File: src/rtl/multi_cycle_ctrl.sv
// Multi-cycle MIPS-style control unit: Moore FSM whose datapath controls are
// registered alongside the state, plus a combinational PC load enable.
module multi_cycle_ctrl #(
    parameter int STATE_W = 4
) (
    input  logic               clk,
    input  logic               rst_n,
    input  logic [5:0]         Opcode,
    input  logic [5:0]         Funct,
    input  logic               Zero,
    output logic               PCEn,
    output logic               IorD,
    output logic               MemRead,
    output logic               MemWrite,
    output logic               IRWrite,
    output logic               MemtoReg,
    output logic               RegDst,
    output logic               RegWrite,
    output logic               ALUSrcA,
    output logic               ExtZero,
    output logic [1:0]         ALUSrcB,
    output logic [1:0]         PCSource,
    output logic [3:0]         ALUCtr,
    output logic               Illegal,
    output logic [STATE_W-1:0] State
);

    typedef enum logic [STATE_W-1:0] {
        S_IDLE   = STATE_W'(4'd15),
        S_FETCH  = STATE_W'(4'd0),
        S_DECODE = STATE_W'(4'd1),
        S_MEMADR = STATE_W'(4'd2),
        S_MEMRD  = STATE_W'(4'd3),
        S_MEMWB  = STATE_W'(4'd4),
        S_MEMWR  = STATE_W'(4'd5),
        S_EXEC   = STATE_W'(4'd6),
        S_ALUWB  = STATE_W'(4'd7),
        S_BRANCH = STATE_W'(4'd8),
        S_JUMP   = STATE_W'(4'd9),
        S_IEXEC  = STATE_W'(4'd10),
        S_IWB    = STATE_W'(4'd11)
    } state_e;

    typedef struct packed {
        logic       pc_write;
        logic       pc_write_cond;
        logic       iord;
        logic       mem_read;
        logic       mem_write;
        logic       ir_write;
        logic       mem_to_reg;
        logic       reg_dst;
        logic       reg_write;
        logic       alu_src_a;
        logic       ext_zero;
        logic [1:0] alu_src_b;
        logic [1:0] pc_source;
        logic [3:0] alu_ctr;
    } ctrl_t;

    localparam logic [5:0] OP_RTYPE = 6'b000000;
    localparam logic [5:0] OP_LW    = 6'b100011;
    localparam logic [5:0] OP_SW    = 6'b101011;
    localparam logic [5:0] OP_BEQ   = 6'b000100;
    localparam logic [5:0] OP_J     = 6'b000010;
    localparam logic [5:0] OP_ADDI  = 6'b001000;
    localparam logic [5:0] OP_ORI   = 6'b001101;

    localparam logic [3:0] ALU_ADD = 4'b0010;
    localparam logic [3:0] ALU_OR  = 4'b0001;
    localparam logic [3:0] ALU_SUB = 4'b0110;

    localparam ctrl_t CTRL_DEFAULT = '{
        pc_write:      1'b0,
        pc_write_cond: 1'b0,
        iord:          1'b0,
        mem_read:      1'b0,
        mem_write:     1'b0,
        ir_write:      1'b0,
        mem_to_reg:    1'b0,
        reg_dst:       1'b0,
        reg_write:     1'b0,
        alu_src_a:     1'b0,
        ext_zero:      1'b0,
        alu_src_b:     2'b00,
        pc_source:     2'b00,
        alu_ctr:       ALU_ADD
    };

    // Returns {legal, alu_ctr} for an R-type function field.
    function automatic logic [4:0] funct_dec(input logic [5:0] fn);
        case (fn)
            6'b100000, 6'b100001: return {1'b1, 4'b0010};
            6'b100010, 6'b100011: return {1'b1, 4'b0110};
            6'b100100:            return {1'b1, 4'b0000};
            6'b100101:            return {1'b1, 4'b0001};
            6'b100110:            return {1'b1, 4'b1001};
            6'b100111:            return {1'b1, 4'b1100};
            6'b101010:            return {1'b1, 4'b0111};
            6'b101011:            return {1'b1, 4'b1010};
            6'b000100:            return {1'b1, 4'b0101};
            6'b000111:            return {1'b1, 4'b1000};
            6'b011010:            return {1'b1, 4'b0011};
            6'b011000:            return {1'b1, 4'b0100};
            default:              return {1'b0, ALU_ADD};
        endcase
    endfunction

    // Control word for a given state; opcode/funct are stable while IRWrite=0.
    function automatic ctrl_t ctrl_dec(input state_e st, input logic [5:0] op,
                                       input logic [5:0] fn);
        ctrl_t      c;
        logic [4:0] fd;
        c  = CTRL_DEFAULT;
        fd = funct_dec(fn);
        case (st)
            S_FETCH: begin
                c.mem_read  = 1'b1;
                c.ir_write  = 1'b1;
                c.pc_write  = 1'b1;
                c.alu_src_b = 2'b01;
                c.pc_source = 2'b00;
            end
            S_DECODE: c.alu_src_b = 2'b11;
            S_MEMADR: begin
                c.alu_src_a = 1'b1;
                c.alu_src_b = 2'b10;
            end
            S_MEMRD: begin
                c.mem_read = 1'b1;
                c.iord     = 1'b1;
            end
            S_MEMWB: begin
                c.reg_write  = 1'b1;
                c.mem_to_reg = 1'b1;
            end
            S_MEMWR: begin
                c.mem_write = 1'b1;
                c.iord      = 1'b1;
            end
            S_EXEC: begin
                c.alu_src_a = 1'b1;
                c.alu_src_b = 2'b00;
                c.alu_ctr   = fd[3:0];
            end
            S_ALUWB: begin
                c.reg_write = 1'b1;
                c.reg_dst   = 1'b1;
            end
            S_BRANCH: begin
                c.alu_src_a     = 1'b1;
                c.alu_src_b     = 2'b00;
                c.alu_ctr       = ALU_SUB;
                c.pc_write_cond = 1'b1;
                c.pc_source     = 2'b01;
            end
            S_JUMP: begin
                c.pc_write  = 1'b1;
                c.pc_source = 2'b10;
            end
            S_IEXEC: begin
                c.alu_src_a = 1'b1;
                c.alu_src_b = 2'b10;
                if (op == OP_ORI) begin
                    c.alu_ctr  = ALU_OR;
                    c.ext_zero = 1'b1;
                end else begin
                    c.alu_ctr  = ALU_ADD;
                    c.ext_zero = 1'b0;
                end
            end
            S_IWB: begin
                c.reg_write = 1'b1;
                c.reg_dst   = 1'b0;
            end
            default: c = CTRL_DEFAULT;
        endcase
        return c;
    endfunction

    state_e     state_q, state_d;
    ctrl_t      ctrl_q, ctrl_d;
    logic       illegal_q, illegal_d;
    logic [4:0] funct_info_s;

    assign funct_info_s = funct_dec(Funct);

    // Next-state selection and illegal-instruction detection.
    always_comb begin
        state_d   = state_q;
        illegal_d = 1'b0;
        case (state_q)
            S_IDLE:   state_d = S_FETCH;
            S_FETCH:  state_d = S_DECODE;
            S_DECODE: begin
                case (Opcode)
                    OP_LW, OP_SW:     state_d = S_MEMADR;
                    OP_BEQ:           state_d = S_BRANCH;
                    OP_J:             state_d = S_JUMP;
                    OP_ADDI, OP_ORI:  state_d = S_IEXEC;
                    OP_RTYPE: begin
                        if (funct_info_s[4]) begin
                            state_d = S_EXEC;
                        end else begin
                            state_d   = S_FETCH;
                            illegal_d = 1'b1;
                        end
                    end
                    default: begin
                        state_d   = S_FETCH;
                        illegal_d = 1'b1;
                    end
                endcase
            end
            S_MEMADR: begin
                if (Opcode == OP_LW) begin
                    state_d = S_MEMRD;
                end else begin
                    state_d = S_MEMWR;
                end
            end
            S_MEMRD:  state_d = S_MEMWB;
            S_EXEC:   state_d = S_ALUWB;
            S_IEXEC:  state_d = S_IWB;
            S_MEMWB, S_MEMWR, S_ALUWB, S_BRANCH, S_JUMP, S_IWB: state_d = S_FETCH;
            default:  state_d = S_FETCH;
        endcase
        ctrl_d = ctrl_dec(state_d, Opcode, Funct);
    end

    // State, control word and Illegal pulse; reset clears them asynchronously.
    always_ff @(posedge clk or negedge rst_n) begin
        if (!rst_n) begin
            state_q   <= S_IDLE;
            ctrl_q    <= CTRL_DEFAULT;
            illegal_q <= 1'b0;
        end else begin
            state_q   <= state_d;
            ctrl_q    <= ctrl_d;
            illegal_q <= illegal_d;
        end
    end

    assign PCEn     = ctrl_q.pc_write | (ctrl_q.pc_write_cond & Zero);
    assign IorD     = ctrl_q.iord;
    assign MemRead  = ctrl_q.mem_read;
    assign MemWrite = ctrl_q.mem_write;
    assign IRWrite  = ctrl_q.ir_write;
    assign MemtoReg = ctrl_q.mem_to_reg;
    assign RegDst   = ctrl_q.reg_dst;
    assign RegWrite = ctrl_q.reg_write;
    assign ALUSrcA  = ctrl_q.alu_src_a;
    assign ExtZero  = ctrl_q.ext_zero;
    assign ALUSrcB  = ctrl_q.alu_src_b;
    assign PCSource = ctrl_q.pc_source;
    assign ALUCtr   = ctrl_q.alu_ctr;
    assign Illegal  = illegal_q;
    assign State    = state_q;

endmodule

File: config.mk
export PLATFORM = sky130hd
export DESIGN_NAME = multi_cycle_ctrl
export DESIGN_NICKNAME = d
export VERILOG_FILES = /design/src/rtl/multi_cycle_ctrl.sv
export SDC_FILE = /design/constraint.sdc
export NUM_CORES = 1
export LEC_CHECK = 0
export ABC_AREA = 1
export CAP_MARGIN = 5
export CORE_ASPECT_RATIO = 1.4
export CORE_MARGIN = 4
export CORE_UTILIZATION = 32
export DETAILED_ROUTE_END_ITERATION = 8
export SETUP_SLACK_MARGIN = 0.3
export SLEW_MARGIN = 10
export SYNTH_ARGS = -nofsm -noshare
export SYNTH_HDL_FRONTEND = slang
export SYNTH_SLANG_ARGS = --single-unit
File: constraint.sdc
create_clock -name clk -period 1.4 [get_ports clk]
set_input_delay 0.14 -clock clk [delete_from_list [all_inputs] [get_ports clk]]
set_output_delay 0.14 -clock clk [all_outputs]
set_load 0.02 [all_outputs]
## Word-level counts from Yosys, hierarchy flattened

Memories as Yosys holds them, arrays and structs flattened.
Cells that the tools add are included.

- Register bits: 24
- Bits of input ports: 15
- Memories kept: 2
- Bits in read-only memories: 640

Memories:

| name | depth | bits a word | rd ports | clocked after memory_dff | wr ports | RTL line | RTL |
|---|---|---|---|---|---|---|---|
| (name not given) | 64 | 5 | 1 | 0 | 0 | 92 | `case (fn)` |
| (name not given) | 64 | 5 | 1 | 0 | 0 | 92 |  |

- Equal/unequal tests: 22
- Bitwise gates (word level): 2
- Reduce and logical (&&, ||, !) cells: 12
- Muxes and demuxes: 23

Operator list:

| kind | count |
|---|---|
| 4-bit one-hot mux with 6 select lines | 1 |
| 4-bit by 3-bit == test with 1-bit output (second input constant) | 5 |
| 4-bit == test (second input constant) | 5 |
| 4-bit one-hot mux with 5 select lines | 1 |
| 4-bit by 2-bit == test with 1-bit output (second input constant) | 4 |
| 1-bit 2-to-1 mux | 14 |
| 6-bit by 4-bit == test with 1-bit output (second input constant) | 2 |
| 6-bit == test (second input constant) | 2 |
| 4-bit one-hot mux with 3 select lines | 1 |
| 2-bit OR reduction | 6 |
| 4-bit by 1-bit == test with 1-bit output (second input constant) | 2 |
| 4-bit logical NOT | 2 |
| 6-bit by 2-bit == test with 1-bit output (second input constant) | 1 |
| 6-bit by 3-bit == test with 1-bit output (second input constant) | 1 |
| 6-bit logical NOT | 1 |
| 3-bit 2-to-1 mux | 2 |
| 2-bit one-hot mux with 3 select lines | 1 |
| 6-bit OR reduction | 1 |
| 2-bit one-hot mux with 2 select lines | 1 |
| 4-bit OR reduction | 1 |
| 3-bit OR reduction | 1 |
| 2-bit 2-to-1 mux | 1 |
| 1-bit one-hot mux with 2 select lines | 1 |
| 1-bit bitwise AND | 1 |
| 1-bit OR | 1 |

## Longest topological paths before layout

- Word-level depth: 7
- Depth in mapped cells: 14
- Depth with buffers taken out: 14

## Worst setup path after synthesis

OpenSTA, ideal clock, no wires.

- Kind: register -> register
- Start point: register state_q[0] (netlist: State[0])
- End point: register ctrl_q, in the netlist ALUCtr[1]
- Setup slack: -181 ps
- Stages on the path, launching flop included: 8
- Buffers on the path: 0
- Clock period less this slack: 1581 ps
- Data arrival time: 1500 ps
- Cells stage by stage: dfstp_2 > inv_2 > nor3_4 > inv_2 > o21bai_4 > nand4_2 > nand3_1 > nand3_2

RTL lines:

| item | RTL line | RTL |
|---|---|---|
| from (decl) | 181 | `state_e state_q, state_d;` |
| from (signal assigned) | 238 | `state_q <= state_d;` |
| to (signal assigned) | 239 | `ctrl_q <= ctrl_d;` |
| to (decl) | 182 | `ctrl_t ctrl_q, ctrl_d;` |

==> flow_summary_export.csv <==
group,metric,value,unit
synth,synth_nets,185,
placed_design,dp_hpwl,2550,um
sta,final.setup_skew,0.00570,ns
route,firstDrtPassIters,4,
clock_network,cts.clk_slew.worst_paths,0.08,ns
synth,synth-seq-area-share,42.2,%
die,placeableCoreArea,4200,um2
worst_setup_path,crit_type,"reg -> reg",
global_route,grtUsageTotal,13.6,%
final_layout,final_common_cell,"buf_4",
route,drt-initial-drc-count,15,
clock_network,cts_buffers,3,
route,wl_met2,2130,um
route,vias,1376,
global_route,grt_pass1_wl,5930,um
min_path,hold_class,"in -> async",
outcome,outcome,"finished with violations",
power,peakVddDrop,0.332,mV
sta,tightest_slew,0.279,ns
placed_design,gp_congestion,0.860,
die,die_x,63.5,um
synth,yosys_warnings,0,
route,drc,0,
clock_network,clock-sinks,23,
outcome,failed_checks,"setup timing",
route,routedWlPerCell,11.9,um
route,viasPerCell,4.60,
final_layout,finalInstanceArea,2440,um2
synth,synth_cells,167,
worst_setup_path,cp_max_fo,4,
final_layout,final_cell_mix,"buf_4, nand2_1, dfrtp_1, dlygate4sd2_1, buf_6",
power,power_density,999,nW/um2
sta,slew_headroom,81.4,%
clock_network,worstSkewPairLatency,0.26,ns
final_layout,fin_nets,273,
final_layout,area_growth_syn_to_layout,77.2,%
worst_setup_path,cp.arrival,1.78,ns
run,cap_violations,0,
synth,netlist-cell-type-count,32,
placed_design,portBuffers,37,
placed_design,post-place-ws,-0.541,ns
worst_setup_path,cp-end-kind,"flop",
worst_setup_path,worst_setup_path_start_kind,"flop",
final_layout,antenna_cells,0,
sta,fin_ws,-0.199,ns
die,row_count,28,
global_route,grt_pass1_vias,1482,
clock_network,cts_tree,"done",
route,highest_layer,"met4",
global_route,overflow,0,
sta,post-route-period-util,114,%
sta,finalSetupTns,-1.50,ns
sta,grt_setup_unrepaired,"true",
sta,finalCriticalPeriod,1.60,ns
sta,holdWs,0.227,ns
sta,setup_viol,12,
global_route,antenna_found_initial,0,
placed_design,dpl_cell_area,2020,um2
clock_network,holdBufCountCts,0,
route,final_antenna_net_count,0,
die,initial_core_util,32.8,%
die,pin_count,38,
power,leakagePower,1.28,nW
die,die-area,5440,um2
clock_network,max-clock-path-buffers,2,
global_route,grt_max_degree,24,
sta,drv_slew,0,
power,p_total,2.44,mW
sta,finalHoldViolCount,0,
die,dieHeight,85.7,um
sta,fmax,625,MHz
route,routedLengthMet1,1220,um
synth,synth_area,1380,um2
synth,ys_ff_latch,23,
route,wl_met3,107,um
clock_network,cts-root-buf,"clkbuf_8",
route,wirelength,3550,um
worst_setup_path,required,1.58,ns
synth,syn_area_per_cell,8.26,um2
final_layout,layout-drive-gt1-share,55.1,%
clock_network,h-tree-depth,1,
-- cell usage after synthesis (all sizes together) --
cell type	count	area, um2
a21o	1	7.51
a21oi	2	13.8
a31oi	2	12.5
and3	2	12.5
buf	8	60.1
dfrtp	18	450
dfstp	5	131
ha	3	37.5
inv	31	116
nand2	36	163
nand3	19	115
nand4	5	37.5
nor2	17	78.8
nor3	4	41.3
o211ai	2	15.0
o21ai	8	43.8
o21bai	1	18.8
o221ai	1	8.76
o22ai	1	6.26
or2	1	8.76
-- through the flow --
step / util, % / cells
floorplan: - / 167
global placement: 48.1 / 277
detailed placement: 48.1 / 277
CTS: 55.2 / 295
global route: 58.1 / 299
finish: 58.1 / 299
-- critical path, cell delays in order (launching register included) --
cell     delay [ns]
dfstp_2        0.56
inv_2          0.05
nand2_4        0.10
inv_4          0.06
nand3_4        0.07
inv_4          0.04
nor3_4         0.16
nand2_2        0.09
or2_4          0.26
o21ai_1        0.12
-- timing repair --
item | CTS | global route
hold endpoints to repair | 0 | 0
endpoints found under the setup margin | 43 | 32
gates resized for setup | 115 | 31
pin swaps | 20 | 18
buffers inserted | 14 | 4
-- registers in the layout (all words and copies together) (netlist names) --
signal	count
IorD	1
MemtoReg	1
IRWrite	1
State	4
ALUSrcB	2
ExtZero	1
Illegal	1
RegWrite	1
MemRead	1
ctrl_q	1
ALUCtr	4
ALUSrcA	1
PCSource	2
MemWrite	1
RegDst	1
-- routing by layer --
| metal | vias to the layer above | global-route usage (%) |
|---|---|---|
| met5 | - | 0 |
| met4 | 0 | 6.68 |
| met3 | 8 | 1.44 |
| met2 | 31 | 28.8 |
| met1 | 634 | 12.0 |
| li1 | 703 | - |
-- power by group --
group	internal, mW	switching, mW
combinational	0.558	0.642
sequential	0.800	0.0448
clock	0.202	0.193
-- cell families after synthesis --
kind of cell,after synthesis,synth area share (%)
compound gates,18,9.17
fa+ha+maj,3,2.72
buf+inv,39,12.8
flops,23,42.2
simple gates,84,33.1
-- final timing paths --
| kind | from | endpoint | depth (start not counted) | slack [ns] |
|---|---|---|---|---|
| min in group clk | Funct[1] | ALUCtr[3]$_DFF_PN0_ | 4 | 0.33 |
| worst min-delay path | rst_n | RegDst$_DFF_PN0_ | 2 | 0.23 |
| max in group asynchronous | rst_n | ALUCtr[1]$_DFF_PN1_ | 2 | 0.89 |
| worst min register to register | State[0]$_DFF_PN1_ | MemtoReg$_DFF_PN0_ | 3 | 0.70 |
| worst max-delay path | State[2]$_DFF_PN1_ | ALUSrcB[0]$_DFF_PN0_ | 9 | -0.20 |
| worst max register to register | State[2]$_DFF_PN1_ | ALUSrcB[0]$_DFF_PN0_ | 9 | -0.20 |
-- layout make-up --
cell class / count / area, um2
fillers: 374 / 1760
well taps: 45 / 56.3
clock buffers: 4 / 45.0
multi-input cells: 105 / 821
inverters: 31 / 139
repair buffers: 91 / 801
flip-flops and latches: 23 / 582
(Power assumes the default switching activity.)
